--- src/rtl/uart_rx_pkg.sv ---
// Shared UART definitions: FSM state encoding, oversampling factor and divider
// computation, intended for reuse by a future uart_tx.
`ifndef UART_DIV
`define UART_DIV(f, b) ((f) / ((b) * 16))
`endif

package uart_rx_pkg;

    localparam int OS = 16;

    typedef enum logic [2:0] {
        ST_IDLE   = 3'd0,
        ST_START  = 3'd1,
        ST_DATA   = 3'd2,
        ST_PARITY = 3'd3,
        ST_STOP   = 3'd4,
        ST_BREAK  = 3'd5
    } uart_state_e;

    // Clocks per oversample tick, integer floor; callers must keep the result >= 1.
    function automatic int uart_div(input int f, input int b);
        return `UART_DIV(f, b);
    endfunction

endpackage

--- src/rtl/uart_baud_tick.sv ---
// Free-running divider producing a one-cycle tick every DIV clocks (16x the baud rate).
module uart_baud_tick #(
    parameter int DIV = 1
) (
    input  logic clk,
    input  logic rst,
    output logic tick_o
);

    // A one-bit counter is kept even when DIV=1 so the width never collapses to zero.
    localparam int CW = (DIV > 1) ? $clog2(DIV) : 1;
    localparam logic [CW-1:0] LAST = CW'(DIV - 1);

    logic [CW-1:0] cnt_q, cnt_d;

    always_comb begin
        cnt_d = (cnt_q == LAST) ? '0 : cnt_q + 1'b1;
    end

    // NOTE: sequential state is updated only with non-blocking assignments so every
    // flop samples pre-edge values regardless of process evaluation order.
    always_ff @(posedge clk or negedge rst) begin
        if (!rst) cnt_q <= '0;
        else      cnt_q <= cnt_d;
    end

    assign tick_o = (cnt_q == LAST);

endmodule

--- src/rtl/uart_rx.sv ---
// 16x-oversampled UART receiver with valid/ack byte handshake and error pulses.
// Define UART_RX_PARITY_EN to receive 8E1 frames and report parity errors.
module uart_rx
    import uart_rx_pkg::*;
#(
    parameter int clk_freq = 50000000,
    parameter int baud     = 115200
) (
    input  logic       clk,
    input  logic       rst,
    input  logic       rx,
    output logic [7:0] rx_data,
    output logic       rx_valid,
    input  logic       rx_ack,
    output logic       frame_err,
    output logic       overrun,
    output logic       parity_err
);

    localparam int DIV = uart_div(clk_freq, baud);

    logic        tick;
    logic [1:0]  sync_q;
    logic        rx_s;

    uart_state_e state_q, state_d;
    logic [3:0]  sc_q, sc_d;
    logic [2:0]  bit_q, bit_d;
    logic [7:0]  shift_q, shift_d;

    logic [7:0]  rx_data_q, rx_data_d;
    logic        rx_valid_q, rx_valid_d;
    logic        frame_err_q, frame_err_d;
    logic        overrun_q, overrun_d;
    logic        deliver;

    uart_baud_tick #(.DIV(DIV)) u_tick (
        .clk    (clk),
        .rst    (rst),
        .tick_o (tick)
    );

    // Synchroniser resets to the idle-high level so release never looks like a start bit.
    always_ff @(posedge clk or negedge rst) begin
        if (!rst) sync_q <= 2'b11;
        else      sync_q <= {sync_q[0], rx};
    end
    assign rx_s = sync_q[1];

`ifdef UART_RX_PARITY_EN
    logic par_q, par_d;
    logic perr_set;
`endif

    always_comb begin
        // NOTE: every combinational output gets a default before the case statement,
        // so no path can leave a signal unassigned and infer a latch.
        state_d     = state_q;
        sc_d        = sc_q + 4'd1;
        bit_d       = bit_q;
        shift_d     = shift_q;
        deliver     = 1'b0;
        frame_err_d = 1'b0;
`ifdef UART_RX_PARITY_EN
        par_d       = par_q;
        perr_set    = 1'b0;
`endif
        if (!tick) sc_d = sc_q;

        case (state_q)
            ST_IDLE: begin
                sc_d = 4'd0;
                if (!rx_s) state_d = ST_START;
            end
            ST_START: begin
                if (tick && sc_q == 4'd7) begin
                    sc_d  = 4'd0;
                    bit_d = 3'd0;
                    state_d = rx_s ? ST_IDLE : ST_DATA;
                end
            end
            ST_DATA: begin
                if (tick && sc_q == 4'd15) begin
                    shift_d[bit_q] = rx_s;
                    bit_d = bit_q + 3'd1;
                    if (bit_q == 3'd7) begin
`ifdef UART_RX_PARITY_EN
                        state_d = ST_PARITY;
`else
                        state_d = ST_STOP;
`endif
                    end
                end
            end
`ifdef UART_RX_PARITY_EN
            ST_PARITY: begin
                if (tick && sc_q == 4'd15) begin
                    par_d   = rx_s;
                    state_d = ST_STOP;
                end
            end
`endif
            ST_STOP: begin
                if (tick && sc_q == 4'd15) begin
                    if (rx_s) begin
                        deliver = 1'b1;
`ifdef UART_RX_PARITY_EN
                        perr_set = (par_q != ^shift_q);
`endif
                        state_d = ST_IDLE;
                    end else begin
                        frame_err_d = 1'b1;
                        state_d     = ST_BREAK;
                    end
                end
            end
            ST_BREAK: begin
                sc_d = 4'd0;
                if (rx_s) state_d = ST_IDLE;
            end
            default: state_d = ST_IDLE;
        endcase
    end

    // An ack coinciding with a delivery frees the register for the new byte.
    always_comb begin
        rx_data_d  = rx_data_q;
        rx_valid_d = rx_valid_q;
        overrun_d  = 1'b0;
        if (deliver) begin
            if (!rx_valid_q || rx_ack) begin
                rx_data_d  = shift_q;
                rx_valid_d = 1'b1;
            end else begin
                overrun_d = 1'b1;
            end
        end else if (rx_ack && rx_valid_q) begin
            rx_valid_d = 1'b0;
        end
    end

    always_ff @(posedge clk or negedge rst) begin
        if (!rst) begin
            state_q     <= ST_IDLE;
            sc_q        <= 4'd0;
            bit_q       <= 3'd0;
            shift_q     <= 8'h00;
            rx_data_q   <= 8'h00;
            rx_valid_q  <= 1'b0;
            frame_err_q <= 1'b0;
            overrun_q   <= 1'b0;
        end else begin
            state_q     <= state_d;
            sc_q        <= sc_d;
            bit_q       <= bit_d;
            shift_q     <= shift_d;
            rx_data_q   <= rx_data_d;
            rx_valid_q  <= rx_valid_d;
            frame_err_q <= frame_err_d;
            overrun_q   <= overrun_d;
        end
    end

`ifdef UART_RX_PARITY_EN
    logic parity_err_q;
    always_ff @(posedge clk or negedge rst) begin
        if (!rst) begin
            par_q        <= 1'b0;
            parity_err_q <= 1'b0;
        end else begin
            par_q        <= par_d;
            parity_err_q <= perr_set;
        end
    end
    assign parity_err = parity_err_q;
`else
    assign parity_err = 1'b0;
`endif

    assign rx_data   = rx_data_q;
    assign rx_valid  = rx_valid_q;
    assign frame_err = frame_err_q;
    assign overrun   = overrun_q;

endmodule

--- config.mk ---
export PLATFORM = sky130hd
export DESIGN_NAME = uart_rx
export DESIGN_NICKNAME = d
export VERILOG_FILES = /design/src/rtl/uart_rx_pkg.sv /design/src/rtl/uart_baud_tick.sv /design/src/rtl/uart_rx.sv
export SDC_FILE = /design/constraint.sdc
export NUM_CORES = 1
export LEC_CHECK = 0
export ABC_CLOCK_PERIOD_IN_PS = 3800
export CORE_MARGIN = 1
export CORE_UTILIZATION = 40
export CTS_BUF_LIST = sky130_fd_sc_hd__clkbuf_8 sky130_fd_sc_hd__clkbuf_16
export DETAILED_ROUTE_END_ITERATION = 8
export GPL_TIMING_DRIVEN = 0
export PLACE_DENSITY_LB_ADDON = 0.12
export SYNTH_ARGS = -nofsm -noshare
export SYNTH_HDL_FRONTEND = slang
export SYNTH_SLANG_ARGS = --single-unit
--- constraint.sdc ---
create_clock -name clk -period 3.8 [get_ports clk]
set_clock_uncertainty 0.05 [all_clocks]
set_input_delay 0.57 -clock clk [delete_from_list [all_inputs] [get_ports clk]]
set_output_delay 0.57 -clock clk [all_outputs]
set_load 0.02 [all_outputs]
==> impl_metrics.csv, run 1 <==
group,metric,value,unit
run_status,outcome,"finished clean",
clocking,hold_buffers,0,
die,initial_core_util,42.5,%
sta,period_needed,2240,ps
global_route,grt_max_degree,37,
sta,finalSetupViolCount,0,
clocking,htreeDepth,2,
die,num_io_pins,16,
sta,finalHoldViolations,0,
clocking,cts_setup_buffers,0,
setup_path,cp-startpoint,"u_tick.cnt_q[0]$_DFF_PN0_",
cells_and_area,drive_above_1_share,23.0,%
global_route,overflow,0,
global_route,grt_use_total,15.0,%
run,max_cap_violations,0,
place,place_ws,1500,ps
sta,slew_headroom,48.8,%
cells_and_area,multi_input_area,756,um^2
die,die_h,67.6,um
yosys,netlist_instances,143,
sta,timing.final.ws_setup,1560,ps
sta,tightest_slew,769,ps
min_path,min_path_type,"input port to asynchronous set/reset pin",
global_route,met2_usage,22.2,%
global_route,grt_use_met3,6.08,%
clocking,cts_buffers,5,
yosys,avgSynthCellArea,12.0,um^2
setup_path,crit_path_end_kind,"register",
setup_path,slowest_delay,590,ps
yosys,synth.largest_area_cell,"dfrtp_1",
yosys,ys.flop_type,"dfrtp_1",
global_route,grt_pass1_vias,1105,
clocking,clk_pin_slew,70,ps
drt,wl_per_cell,13.3,um
drt,vias_per_cell,5.10,
drt,routed_wirelength,2860,um
place,post_dp_cell_area,0.00192,mm^2
global_route,antenna_found_initial,0,
power_and_ir_drop,vdd_drop_max,0.000240,V
yosys,ys_ff_latch,36,
sta,grt_setup_unrepaired,"false",
cells_and_area,area_growth,16.9,%
drt,drc,0,
cells_and_area,seq_area,903,um^2
yosys,synth_top_cell_area_share,49.4,%
setup_path,worstPathRequired,3920,ps
sta,slew_viol_final,0,
yosys,syn_area,0.00172,mm^2
setup_path,regToRegStartpoint,"u_tick.cnt_q[0]$_DFF_PN0_",
cells_and_area,fin_area,0.00201,mm^2
setup_path,path_cells,"inv_1 -> ha_1 -> and4b_1 -> buf_4 -> nand3_2 -> nor4b_4 -> mux2_2",
setup_path,startpoint_type,"register",
clocking,cts_max_path_buffers,2,
drt,dr.pass1.iters,4,
yosys,yosysMostFrequentCell,"dfrtp_1",
cells_and_area,n_fill_cell,375,
drt,drt-initial-drc-count,63,
die,die-area,0.00457,mm^2
yosys,synthArstFlopShare,100,%
clocking,root_buffer,"clkbuf_8",
yosys,yosys_warnings,0,
die,core_area,0.00406,mm^2
place,place.port_buffers,14,
die,chipWidth,67.6,um
clocking,cts_sinks,36,
yosys,ys_seq_area_share,52.4,%
clocking,cts_tree,"built",
power_and_ir_drop,pwr_density_cell,334,mW/mm^2
yosys,ys_types,39,
setup_path,path_class,"register to register",
setup_path,cp_slowest_cell,"nor4b_4",
cells_and_area,antenna_cells,0,
yosys,syn_nets,152,
place,hpwl,2060,um
drt,num_vias,1097,
clocking,ctsResizeCount,0,
place,gp_congestion,0.831,
sta,min_period_over_period,59.0,%
sta,fmax,0.446,GHz
yosys,synth_edf_count,0,
clocking,worst_skew_pair.late_latency,280,ps
die,std_cell_rows,23,
power_and_ir_drop,p_leak,0.919,nW
yosys,synth.area.top_cells,"dfrtp_1, mux2_2, ha_1, dfstp_2, mux2i_1",
yosys,synth_common_cells,"dfrtp_1, mux2_2, nor2_1",
sta,tns,0,ps
global_route,grt_pass1_wl,4950,um
power_and_ir_drop,p_total,0.672,mW
setup_path,arrival,2360,ps
setup_path,cp_max_fo,8,
global_route,met1_usage,19.7,%
cells_and_area,nNetsFinal,173,
global_route,grt-busiest-layer,"met2",
drt,ant_nets,0,
## final timing paths
kind	end	slack, ps	cells past startpoint
max reg2reg	rx_data[5]$_DFFE_PN0P_	1560	7
max	rx_data[5]$_DFFE_PN0P_	1560	7
min reg2reg	sync_q[1]$_DFF_PN1_	310	0
max in group asynchronous	sc_q[2]$_DFF_PN0_	2900	1
min	state_q[1]$_DFFE_PN0P_	310	1
min in group clk	sync_q[1]$_DFF_PN1_	310	0
## per-layer routing
| metal | routed length, um | vias to the layer above | share of wire, % |
|---|---|---|---|
| li1 | - | 547 | - |
| met1 | 1480 | 526 | 52 |
| met2 | 1250 | 20 | 44 |
| met3 | 103 | 4 | 3.6 |
| met4 | 34 | 0 | 1.2 |
| met5 | 0 | - | 0 |
## power by group
group / total [mW] / switching [mW] / internal [mW]
Sequential: 0.386 / 0.00118 / 0.385
Combinational: 0.0140 / 0.0104 / 0.00357
Clock: 0.272 / 0.128 / 0.144
## worst max-delay path: cells and delay by family (launching register included)
family                   cells  cell delay [ps]
adder cells (fa/ha/maj)      1              160
buffers and inverters        2              210
flip-flops                   1              410
multiplexers                 1              400
AND/OR/NAND/NOR              3              900
## cell families (layout without fill, tap and decap cells)
logic type                 Yosys count  count (layout)  share of synthesized area, %
buffers and inverters               14              36                          3.70
muxes                               24              24                          15.8
adders and majority gates            5               5                          3.63
xor gates and xnor gates             7               7                          3.56
and+or+nand+nor                     46              46                          16.3
AOI/OAI and AO/OA                   10              10                          4.36
DFF                                 36              36                          52.4
other                                1               1                         0.218
## registers in the layout, summed over array words and instances (netlist names)
name and flops:
rx_data 8, shift_q 8, u_tick.cnt_q 5, sc_q 4
bit_q 3, state_q 3, sync_q 2, frame_err 1
overrun 1, rx_valid 1
## cells in the final DEF, fill, tap and decap left out, drive strengths merged, types with 2 or more instances in the layout
master	count
nand2	6
nor3b	2
clkbuf	9
a311oi	2
dfrtp	34
inv	7
o21ai	2
xnor2	4
nand3	2
nand4	6
mux2	19
mux2i	5
ha	5
buf	6
clkdlybuf4s50	13
dfstp	2
and2	2
nor4	5
nor2	13
xor2	3
## area by class of cell
| class | count | area share [%] |
|---|---|---|
| sequential | 36 | 44.8 |
| inverter | 6 | 1.12 |
| clock inverter | 2 | 0.559 |
| timing repair buffer | 14 | 6.71 |
| buffer | 8 | 2.05 |
| tap | 50 | 3.11 |
| multi-input combinational | 93 | 37.5 |
| clock buffer | 6 | 4.10 |
## through the flow
| step | cells | hold WS [ps] | utilization (%) |
|---|---|---|---|
| after floorplan | 143 | 224 | - |
| after global placement | 207 | 297 | 47.5 |
| after detailed placement | 207 | 298 | 47.3 |
| after CTS | 215 | 312 | 49.6 |
| after global routing | 215 | 314 | 49.6 |
| final | 215 | 308 | 49.6 |
Note: power is estimated with default switching activity, not from simulation.
==> run 2: changes to the inputs <==
--- a/config.mk
+++ b/config.mk
@@ -5,7 +5,7 @@
 export SDC_FILE = /design/constraint.sdc
 export NUM_CORES = 1
 export LEC_CHECK = 0
-export ABC_CLOCK_PERIOD_IN_PS = 3800
+export ABC_CLOCK_PERIOD_IN_PS = 1800
 export CORE_MARGIN = 1
 export CORE_UTILIZATION = 40
 export CTS_BUF_LIST = sky130_fd_sc_hd__clkbuf_8 sky130_fd_sc_hd__clkbuf_16
==> constraint.sdc (replaced) <==
create_clock -name clk -period 1.8 [get_ports clk]
set_clock_uncertainty 0.05 [all_clocks]
set_input_delay 0.27 -clock clk [delete_from_list [all_inputs] [get_ports clk]]
set_output_delay 0.27 -clock clk [all_outputs]
set_load 0.02 [all_outputs]
==> run 2 against run 1 <==
Compared with the run above: the run now ends with negative setup slack left; total power grew 100%; register-to-register slack worse by 1800 ps; combinational power up 120%; sequential power rose by 110%; setup slack got worse by 1800 ps; final cell count grew 4.2%; wire length is 6.3% higher; fmax increased by 9.4%; non-clock buffer count rose by 9; count of clock-buffer cells in the layout decreased by 1; critical path type unchanged; critical endpoint is now state_q[1]$_DFFE_PN0P_.
==> impl_metrics.csv, run 2 (synthesized netlist as in run 1, its figures left out) <==
group,metric,value,unit
die,die-area,0.00457,mm^2
setup_path,critPathTopFamily,"simple AND/OR/NAND/NOR gates",
global_route,grt_pass1_vias,1103,
drt,dr.pass1.iters,4,
power_and_ir_drop,vdd_drop_max,0.000441,V
die,initial_core_util,42.5,%
cells_and_area,antenna_cells,0,
setup_path,cp_slowest_cell,"or4_4",
cells_and_area,final_cell_mix,"dfrtp_1, mux2_2, clkdlybuf4s50_1",
drt,routed_wirelength,3040,um
sta,grt_setup_unrepaired,"true",
power_and_ir_drop,pwr_density_cell,623,mW/mm^2
run_status,violations,"negative setup slack",
sta,min_period_over_period,114,%
global_route,grt_use_total,15.1,%
die,core_area,0.00406,mm^2
drt,vias_per_cell,5.08,
drt,wl_per_cell,13.6,um
die,std_cell_rows,23,
sta,finalHoldViolations,0,
clocking,cts_sinks,36,
sta,tns,-2970,ps
drt,drc,0,
cells_and_area,n_fill_cell,335,
drt,num_vias,1137,
clocking,cts_buffers,5,
sta,finalSetupViolCount,21,
run_status,outcome,"finished, violations left",
sta,tightest_slew,788,ps
sta,fmax,0.488,GHz
setup_path,worstPathRequired,1910,ps
setup_path,startpoint_type,"register",
global_route,overflow,0,
cells_and_area,area_growth,27.2,%
clocking,cts_max_path_buffers,2,
global_route,grt_pass1_wl,5060,um
cells_and_area,drive_above_1_share,32.2,%
clocking,hold_buffers,0,
place,place.port_buffers,14,
drt,ant_nets,0,
cells_and_area,fin_area,0.00219,mm^2
clocking,clk_pin_slew,70,ps
sta,hold-worst-slack,22.7,ps
run,max_cap_violations,0,
sta,slew_headroom,47.5,%
sta,slew_viol_final,0,
setup_path,regToRegStartpoint,"u_tick.cnt_q[0]$_DFF_PN0_",
sta,timing.final.ws_setup,-248,ps
die,num_io_pins,16,
global_route,grt_max_degree,37,
setup_path,cp-startpoint,"u_tick.cnt_q[0]$_DFF_PN0_",
clocking,cts_tree,"built",
min_path,min_path_type,"input port to asynchronous set/reset pin",
power_and_ir_drop,p_leak,0.979,nW
sta,period_needed,2050,ps
setup_path,crit_buf_inv,2,
global_route,antenna_found_initial,0,
setup_path,slowest_delay,580,ps
clocking,root_buffer,"clkbuf_8",
setup_path,crit_path_end_kind,"register",
place,post_dp_cell_area,0.00192,mm^2
setup_path,arrival,2160,ps
drt,drt-initial-drc-count,26,
die,die_h,67.6,um
clocking,worst_skew_pair.late_latency,280,ps
clocking,htreeDepth,2,
setup_path,path_cells,"inv_1 -> ha_1 -> and4b_1 -> buf_6 -> a311oi_1 -> or4_4 -> mux2_4",
place,gp_congestion,0.845,
setup_path,cp_max_fo,5,
cells_and_area,nNetsFinal,182,
place,hpwl,2030,um
die,chipWidth,67.6,um
cells_and_area,mostFrequentLayoutCell,"dfrtp_1",
setup_path,path_class,"register to register",
==> run 2: changes by cell type in the layout (fill, tap and decap cells not counted), moves of 4 or more <==
cell	delta
nor4_1	-4
buf_6	+4
mux2_4	+4
nor4_4	+4
buf_4	+5
mux2_2	-4
==> run 2: path summary, 6_finish.rpt <==
check,cells past startpoint,slack (ps),end
worst min-delay path,1,20,bit_q[1]$_DFFE_PN0P_
worst max register to register,7,-250,state_q[1]$_DFFE_PN0P_
min in group clk,0,310,sync_q[1]$_DFF_PN1_
worst min register to register,0,310,sync_q[1]$_DFF_PN1_
worst max-delay path,7,-250,state_q[1]$_DFFE_PN0P_
max in group asynchronous,1,1180,shift_q[2]$_DFFE_PN0P_
==> run 2: through the flow <==
step                worst slack [ps]  power, mW  utilization (%)  instances
floorplan                       -194      0.838                -        143
detailed placement              -470      0.861             47.4        207
global route                    -339       1.43             54.0        224
global placement                -414      0.862             47.5        207
finish                          -248       1.37             54.0        224
CTS                             -246       1.39             52.0        222
==> run 2: report_power, final <==
part           switching (mW)  total (mW)  internal (mW)
logic                  0.0225      0.0302        0.00767
registers             0.00241       0.815          0.813
clock network           0.261       0.520          0.260
==> run 2: area by class of cell <==
type                            instances  area [um^2]  area share, %
Clock inverter                          3         12.5          0.571
Tap cell                               50         62.6           2.85
Buffer                                  7         41.3           1.88
Clock buffer                            5         68.8           3.14
Inverter                                6         22.5           1.03
Sequential cell                        36          903           41.2
Multi-Input combinational cell         93          852           38.9
Timing Repair Buffer                   24          229           10.4
==> run 2: per-layer routing <==
layer  track usage [%]  share of wire (%)  vias to the layer above
li1                  -                  -                      567
met1              21.0                 51                      551
met2              21.9                 46                       17
met3              4.05                3.0                        2
met4              6.38               0.56                        0
met5                 0                  0                        -
==> run 2: what timing repair did <==
| action | CTS | global route |
|---|---|---|
| resized for setup | 12 | 14 |
| buffers inserted | 7 | 3 |
| pin swaps | 3 | 7 |
| endpoints found under the setup margin | 26 | 26 |
